**config.mk**
```make
export PLATFORM = sky130hd
export DESIGN_NAME = control_unit
export DESIGN_NICKNAME = d
export VERILOG_FILES = /design/src/rtl/cpu_pkg.sv /design/src/rtl/opcode_decoder.sv /design/src/rtl/control_unit.sv
export SDC_FILE = /design/constraint.sdc
export NUM_CORES = 1
export LEC_CHECK = 0
export BUFFER_PORTS_ARGS = -buffer_cell sky130_fd_sc_hd__buf_2
export CORE_MARGIN = 3
export CORE_UTILIZATION = 45
export CTS_CLUSTER_DIAMETER = 150
export CTS_CLUSTER_SIZE = 40
export DETAILED_ROUTE_END_ITERATION = 12
export HOLD_SLACK_MARGIN = 0.06
export PLACE_DENSITY = 0.78
export SETUP_SLACK_MARGIN = 0.4
export SLEW_MARGIN = 20
export SYNTH_ARGS = -nofsm -noshare
export SYNTH_HDL_FRONTEND = slang
export SYNTH_HIERARCHICAL = 1
export SYNTH_SLANG_ARGS = --single-unit
```
**constraint.sdc**
```tcl
create_clock -name clk -period 2.65 [get_ports clk]
set_input_delay 0.265 -clock clk [delete_from_list [all_inputs] [get_ports clk]]
set_output_delay 0.265 -clock clk [all_outputs]
set_load 0.02 [all_outputs]
```
**src/rtl/cpu_pkg.sv**
```systemverilog
`default_nettype none
// ============================================================================
// Module      : cpu_pkg
// Description : Shared types and constants for the 6502 control unit slice:
//               FSM states, ALU opcodes, operand selects, opcode bytes and
//               instruction classes.
// Revision    : 1.0 - initial release
// ============================================================================
package cpu_pkg;

  // Sequencer states
  typedef enum logic [2:0] {
    ST_RESET   = 3'd0,
    ST_FETCH   = 3'd1,
    ST_DECODE  = 3'd2,
    ST_ZP_READ = 3'd3,
    ST_HALT    = 3'd4
  } state_t;

  // ALU opcodes
  localparam logic [1:0] ALU_PASS_B = 2'b00;
  localparam logic [1:0] ALU_ADC    = 2'b01;
  localparam logic [1:0] ALU_AND    = 2'b10;
  localparam logic [1:0] ALU_ORA    = 2'b11;

  // ALU A-operand selects (2'b11 reserved)
  localparam logic [1:0] SEL_A = 2'b00;
  localparam logic [1:0] SEL_X = 2'b01;
  localparam logic [1:0] SEL_Y = 2'b10;

  // Supported opcode bytes
  localparam logic [7:0] OP_LDA_IMM = 8'hA9;
  localparam logic [7:0] OP_LDX_IMM = 8'hA2;
  localparam logic [7:0] OP_LDY_IMM = 8'hA0;
  localparam logic [7:0] OP_ADC_IMM = 8'h69;
  localparam logic [7:0] OP_AND_IMM = 8'h29;
  localparam logic [7:0] OP_ORA_IMM = 8'h09;
  localparam logic [7:0] OP_LDA_ZP  = 8'hA5;
  localparam logic [7:0] OP_LDX_ZP  = 8'hA6;
  localparam logic [7:0] OP_LDY_ZP  = 8'hA4;
  localparam logic [7:0] OP_NOP     = 8'hEA;
  localparam logic [7:0] OP_JAM     = 8'h02;

  // Instruction classes
  typedef enum logic [2:0] {
    CLS_IMM     = 3'd0,
    CLS_ZP      = 3'd1,
    CLS_NOP     = 3'd2,
    CLS_JAM     = 3'd3,
    CLS_ILLEGAL = 3'd4
  } inst_class_t;

  // Destination register of a load/logic instruction
  typedef enum logic [1:0] {
    TGT_NONE = 2'd0,
    TGT_A    = 2'd1,
    TGT_X    = 2'd2,
    TGT_Y    = 2'd3
  } target_t;

endpackage
`default_nettype wire

```
**src/rtl/opcode_decoder.sv**
```systemverilog
`default_nettype none
// ============================================================================
// Module      : opcode_decoder
// Description : Purely combinational classification of the instruction byte
//               into class, destination register and ALU operation.
// Revision    : 1.0 - initial release
// ============================================================================
module opcode_decoder
  import cpu_pkg::*;
(
  input  logic [7:0]  opcode,
  output inst_class_t inst_class,
  output target_t     target,
  output logic [1:0]  alu_op
);

  // Table lookup; anything not listed is reported as illegal
  always_comb begin
    inst_class = CLS_ILLEGAL;
    target     = TGT_NONE;
    alu_op     = ALU_PASS_B;
    case (opcode)
      OP_LDA_IMM: begin inst_class = CLS_IMM; target = TGT_A; end
      OP_LDX_IMM: begin inst_class = CLS_IMM; target = TGT_X; end
      OP_LDY_IMM: begin inst_class = CLS_IMM; target = TGT_Y; end
      OP_ADC_IMM: begin inst_class = CLS_IMM; target = TGT_A; alu_op = ALU_ADC; end
      OP_AND_IMM: begin inst_class = CLS_IMM; target = TGT_A; alu_op = ALU_AND; end
      OP_ORA_IMM: begin inst_class = CLS_IMM; target = TGT_A; alu_op = ALU_ORA; end
      OP_LDA_ZP:  begin inst_class = CLS_ZP;  target = TGT_A; end
      OP_LDX_ZP:  begin inst_class = CLS_ZP;  target = TGT_X; end
      OP_LDY_ZP:  begin inst_class = CLS_ZP;  target = TGT_Y; end
      OP_NOP:     inst_class = CLS_NOP;
      OP_JAM:     inst_class = CLS_JAM;
      default:    inst_class = CLS_ILLEGAL;
    endcase
  end

endmodule
`default_nettype wire

```
**src/rtl/control_unit.sv**
```systemverilog
`default_nettype none
// ============================================================================
// Module      : control_unit
// Description : Sequencing FSM for the 6502 datapath subset (immediate and
//               zero-page loads/logic, NOP, JAM). Outputs are decoded from
//               the registered state and the current opcode; only the
//               zero-page operand address is held in a register.
// Revision    : 1.0 - initial release
// ============================================================================
module control_unit
  import cpu_pkg::*;
#(
  parameter int RESET_CYCLES = 2
) (
  input  logic       clk,
  input  logic       reset,
  input  logic [7:0] opcode,
  input  logic [7:0] data_read,
  output logic       increment_pc,
  output logic       instruction_load,
  output logic       a_load,
  output logic       x_load,
  output logic       y_load,
  output logic       address_select,
  output logic [7:0] zp_address,
  output logic [1:0] arithmetic_select,
  output logic [1:0] alu_opcode,
  output logic       read_write,
  output logic       halted,
  output logic       illegal_op
);

  localparam int CNT_W = (RESET_CYCLES > 1) ? $clog2(RESET_CYCLES) : 1;
  localparam logic [CNT_W-1:0] CNT_LAST = CNT_W'(RESET_CYCLES - 1);

  state_t           state;
  logic [CNT_W-1:0] reset_count;
  inst_class_t      dec_class;
  target_t          dec_target;
  logic [1:0]       dec_alu_op;
  logic             load_en;

  opcode_decoder u_decoder (
    .opcode     (opcode),
    .inst_class (dec_class),
    .target     (dec_target),
    .alu_op     (dec_alu_op)
  );

  // State register, reset-hold counter and zero-page address latch
  always_ff @(posedge clk or posedge reset) begin
    if (reset) begin
      state       <= ST_RESET;
      reset_count <= '0;
      zp_address  <= 8'h00;
    end else begin
      case (state)
        ST_RESET: begin
          if (reset_count == CNT_LAST) begin
            state       <= ST_FETCH;
            reset_count <= '0;
          end else begin
            reset_count <= reset_count + 1'b1;
          end
        end
        ST_FETCH: state <= ST_DECODE;
        ST_DECODE: begin
          case (dec_class)
            CLS_ZP: begin
              zp_address <= data_read;
              state      <= ST_ZP_READ;
            end
            CLS_JAM: state <= ST_HALT;
            default: state <= ST_FETCH;
          endcase
        end
        ST_ZP_READ: state <= ST_FETCH;
        ST_HALT:    state <= ST_HALT;
        default:    state <= ST_RESET;
      endcase
    end
  end

  // Control-wire decode from state and current opcode
  always_comb begin
    increment_pc      = 1'b0;
    instruction_load  = 1'b0;
    load_en           = 1'b0;
    address_select    = 1'b0;
    arithmetic_select = SEL_A;
    alu_opcode        = ALU_PASS_B;
    halted            = 1'b0;
    illegal_op        = 1'b0;
    case (state)
      ST_FETCH: begin
        instruction_load = 1'b1;
        increment_pc     = 1'b1;
      end
      ST_DECODE: begin
        case (dec_class)
          CLS_IMM: begin
            increment_pc = 1'b1;
            load_en      = 1'b1;
            alu_opcode   = dec_alu_op;
          end
          CLS_ZP:      increment_pc = 1'b1;
          CLS_ILLEGAL: illegal_op   = 1'b1;
          default:     ;
        endcase
      end
      ST_ZP_READ: begin
        address_select = 1'b1;
        load_en        = 1'b1;
      end
      ST_HALT: halted = 1'b1;
      default: ;
    endcase
  end

  // One-hot register load steering; no stores exist so the bus always reads
  assign a_load     = load_en && (dec_target == TGT_A);
  assign x_load     = load_en && (dec_target == TGT_X);
  assign y_load     = load_en && (dec_target == TGT_Y);
  assign read_write = 1'b1;

endmodule
`default_nettype wire

```
## Yosys cells after proc, flatten, opt, wreduce, memory -nomap -nowiden

Cells that the tools add are included.

- Output and inout port bits: 21
- Input port bits: 18
- Register bits: 12

- Reduce and logical (&&, ||, !) cells: 12
- Multiplexer cells: 18
- $add $sub $neg: 1
- Eq/ne operators: 22

Operator list:

| operator | number |
|---|---|
| equality test 8 bit, second input constant | 7 |
| case mux 3 bit (5 select lines) | 1 |
| case mux 2 bit (3 select lines) | 2 |
| case mux 3 bit (4 select lines) | 1 |
| equality test 3 x 2 -> 1 bit, second input constant | 3 |
| equality test 8 x 2 -> 1 bit, second input constant | 1 |
| equality test 8 x 4 -> 1 bit, second input constant | 1 |
| equality test 8 x 6 -> 1 bit, second input constant | 1 |
| equality test 8 x 7 -> 1 bit, second input constant | 1 |
| 2-to-1 mux 1 bit | 8 |
| equality test 3 x 1 -> 1 bit, second input constant | 2 |
| equality test 3 bit, second input constant | 2 |
| zero test 3 bit | 2 |
| case mux 3 bit (2 select lines) | 1 |
| OR reduction 2 bit | 3 |
| OR reduction 6 bit | 1 |
| OR reduction 5 bit | 1 |
| equality test 2 bit, second input constant | 2 |
| 2-to-1 mux 2 bit | 2 |
| case mux 1 bit (2 select lines) | 2 |
| logical AND 1 bit | 3 |
| 2-to-1 mux 3 bit | 1 |
| OR reduction 3 bit | 1 |
| equality test 2 x 1 -> 1 bit, second input constant | 1 |
| other kinds (3) | 3 |

## Depth between registers and ports, before layout

- Depth in word-level cells: 7
- Gate-level depth with buffers: 8
- Depth with buffers taken out: 6

## By module

Netlist, hierarchy kept.

By module, submodules not included:

| module | times used | area each (µm²) | cells each |
|---|---|---|---|
| control_unit | 1 | 646.9 | 57 |
| opcode_decoder | 1 | 182.7 | 28 |

## Worst setup path before layout

No wires, ideal clock.

- Kind: input-to-output
- Start: input opcode[2]
- End: output a_load
- Arrival: 2.100 ns
- Stages on the path: 5
- Buffers on the path: 0
- Path slack: 0.285 ns
- Required time: 2.385 ns
- Cells stage by stage: or4_4 -> o221a_1 -> nor3_1 -> nor2_1 -> nor4bb_1

- Cells in the longest elaborated chain, start to end: 7

Ends and longest elaborated chain:

| what | RTL line | RTL |
|---|---|---|
| start: declaration | control_unit.sv:17 | `input logic [7:0] opcode,` |
| equality test 8 bit (tied with other cells) | opcode_decoder.sv:22 | `case (opcode)` |
| OR reduction 6 bit (no source line) or OR reduction 3 bit (tied branches) | - |  |
| case mux 3 bit (4 select lines) * | opcode_decoder.sv:22 |  |
| net dec_class[2] | control_unit.sv:38 | `inst_class_t dec_class;` |
| zero test 3 bit * | control_unit.sv:100 | `case (dec_class)` |
| 2-to-1 mux 1 bit * | control_unit.sv:100 |  |
| case mux 1 bit (2 select lines) * | control_unit.sv:94 | `case (state)` |
| logical AND 1 bit * | control_unit.sv:121 | `assign a_load = load_en && (dec_target == TGT_A);` |
| end: declaration | control_unit.sv:21 | `output logic a_load,` |

The timed path passes the listed nets; every way through them passes the cells marked *.

## Worst setup path after layout

- Start: input opcode[1]
- End: output x_load

- Cells in the longest elaborated chain, start to end: 7

Ends and longest elaborated chain:

| what | RTL line | RTL |
|---|---|---|
| equality test 8 bit (tied with other cells) | opcode_decoder.sv:22 |  |
| OR reduction 6 bit (no source line) or OR reduction 3 bit (tied branches) | - |  |
| case mux 3 bit (4 select lines) * | opcode_decoder.sv:22 |  |
| net dec_class[2] | control_unit.sv:38 |  |
| zero test 3 bit * | control_unit.sv:100 |  |
| 2-to-1 mux 1 bit * | control_unit.sv:100 |  |
| case mux 1 bit (2 select lines) * | control_unit.sv:94 |  |
| logical AND 1 bit * | control_unit.sv:122 | `assign x_load = load_en && (dec_target == TGT_X);` |
| end: declaration | control_unit.sv:22 | `output logic x_load,` |

Marked as above.

==> out/summary.txt <==
sequential area share after synthesis = 36.2%
Post-synth ARST share = 100%
Tmin final = 2.16 ns
reg2reg path depth = 3
Hold Path End = zp_address[7]
TritonCTS clock tree = yes
initial antenna violation count = 0
GR Overflow Total = 0
IO buf count = 35
initial core utilization = 51.5%
Syn Inst Count = 85
Synth Area in Simple Gates = 31.7%
Synth top area share = 36.2%
CP Capture Type = output pin
clock latency on the worst-skew pair = 0.27 ns
Synth Area in Adders = 0%
Die Ht = 48.9 um
Primary FF master, synth = dfrtp_1
Period Utilization, post-route = 81.5%
DRT iter0 DRCs = 7
Yosys reg bits = 12
Avg WL per Cell = 14.1 um
Hold Crit Class = in2reg
startpoint type of the worst setup path = primary input
RSZ-0062 raised after global routing = no
clock buffers created by TritonCTS = 3
layout cells sized above 1 = 52.8%
CP Data Arrival Time = 1.89 ns
fmax = 0.463 GHz
pwr/cell area = 359 mW/mm^2
Area contributors post-synth = dfrtp_1, mux2_4, nor3_1
hold path cells = 2
pin count of the biggest net entering global routing = 13
DRC = 0
synthesized cell area = 830 um^2
Synth Area in XOR/XNOR = 2.11%
full die area = 0.00239 mm^2
EDFF count, synth = 0
core box area = 0.00161 mm^2
largest family of logic cells by synthesized area = simple AND/OR/NAND/NOR gates
critical path data required time = 2.38 ns
CTS Root Cell = clkbuf_4
# IOs = 39
number of global-route vias before repair = 709
r2r setup slk = 0.63 ns
Reg-to-Reg End = zp_address[1]
Setup violations, final = 0
final hold viol count = 0
Detail Route Antenna Nets = 0
post-synth top area cell = dfrtp_1
Routed WL = 2070 um
Syn Area/Cell = 9.76 um^2
post-synthesis compound-gate area fraction = 8.45%
Slew Viols, Final = 0
Area after DPL = 995 um^2
fin nets = 142
Setup TNS Final = 0 ns
max-capacitance violation count = 0
hold path start = data_read[7]
largest vdd supply drop = 0.267 mV
status = completed
Worst R2R Start = state[0]
vias per cell = 5.30
total global routing track utilization = 18.0%
Worst Clk Skew = 0.00706 ns
Setup CP Type = in2out
clock-pin transition on the worst setup and hold timing paths = 0.08 ns
first-pass GRT wire length = 3400 um
synth unique cells = 35
CTS Sinks = 12
Antenna Cells = 0
H-tree depth = 1
1st-pass router iterations = 4
vias = 779
Fillers = 134
Horiz. Die Dim = 48.9 um
yosys warns = 6
HPWL after detailed placement = 1460 um
Hold WS = 0.214 ns
fin area = 0.00114 mm^2
Lkg Pwr = 0.581 nW
Rows = 14
portion of netlist area occupied by mux cells = 14.5%
RD Place Congestion = 0.728
Worst Path Max Fanout = 5
CTS max path bufs = 2
Synth-to-Final Area Change = 37.6%
-- layout make-up --
class | count | area, um^2 | share of cell area [%]
multi-input cells | 66 | 531 | 46.5
inverters | 2 | 7.51 | 0.658
well taps | 24 | 30.0 | 2.63
clock buffers | 4 | 36.3 | 3.18
flip-flops and latches | 12 | 300 | 26.3
repair buffers | 39 | 236 | 20.7
-- sequential cells by signal, indices dropped and copies added, names as in the netlist --
register,cells
zp_address,8
reset_count,1
state,3
-- Yosys cell counts (3+ instances only) --
cell,n
dfrtp_1,12
and2_1,3
nor3_1,7
mux2_4,8
nor2_1,8
nand2b_1,3
a21oi_1,3
buf_4,3
nand2_1,6
-- per-layer routing --
layer	up-vias	GRT usage (%)	part of all wire, %
li1	376	-	-
met1	367	21.5	43
met2	32	31.4	48
met3	4	6.42	7.1
met4	0	2.84	1.8
met5	-	0	0
-- metrics by stage --
stage	setup WS, ns	instances	util [%]	power (W)
final	0.491	147	70.8	0.000410
after CTS	0.420	146	67.2	0.000407
after floorplan	0.285	86	-	0.000236
after global routing	0.392	147	70.8	0.000429
after detailed placement	0.250	139	61.7	0.000257
after global placement	0.298	139	61.7	0.000254
-- what timing repair did --
item                                   4_1_cts  5_1_grt
gates cloned                                 0        0
setup endpoints to repair                    2       14
endpoints found under the hold margin       12        0
buffers inserted                             2        1
resized for setup                            6       14
hold buffers                                 1        0
pin swaps                                    4        4
-- placed cells by master, fill, tap and decap left out, types with 2 or more instances in the layout --
master    synthesis  final
nor2_1            8      6
buf_4             3      3
dfrtp_1          12     12
buf_2             1     31
nor3_1            7      5
conb_1            2      3
inv_1             2      2
clkbuf_4          0      3
nand2_1           6      5
o21ai_0           2      2
mux2_4            8      8
xor2_1            2      2
nor2b_1           2      2
and2_1            3      3
nor4bb_1          2      2
nor2_2            0      2
a21oi_1           3      3
nand2b_1          3      3
buf_6             1      3
-- cell families after synthesis --
family | count (synthesis)
simple gates | 43
flops | 12
compound gates | 10
mux | 8
buf+inv | 8
xor+xnor | 2
other cells | 2
-- worst max-delay path, stage by stage --
cell and delay, ns:
buf_6 0.10, or4_4 0.54, o221a_4 0.31, nor3_4 0.12, nor2_2 0.08, nor4bb_1 0.27, buf_2 0.21
-- worst max path at each step --
stage | cells past startpoint | start | to
6_report | 7 | opcode[1] | x_load
3_5_place_dp | 5 | opcode[2] | zp_address[4]
2_1_floorplan | 5 | opcode[2] | a_load
3_3_place_gp | 5 | opcode[2] | zp_address[0]
4_1_cts | 7 | opcode[2] | alu_opcode[0]
5_1_grt | 8 | opcode[0] | x_load
-- power by group --
part,total (W),internal [W],switching (W)
sequential,0.000199,0.000192,0.00000698
clock,0.000145,0.0000835,0.0000614
combinational,0.0000661,0.0000310,0.0000351
total,0.000410,0.000306,0.000103
(Power assumes the default switching activity.)
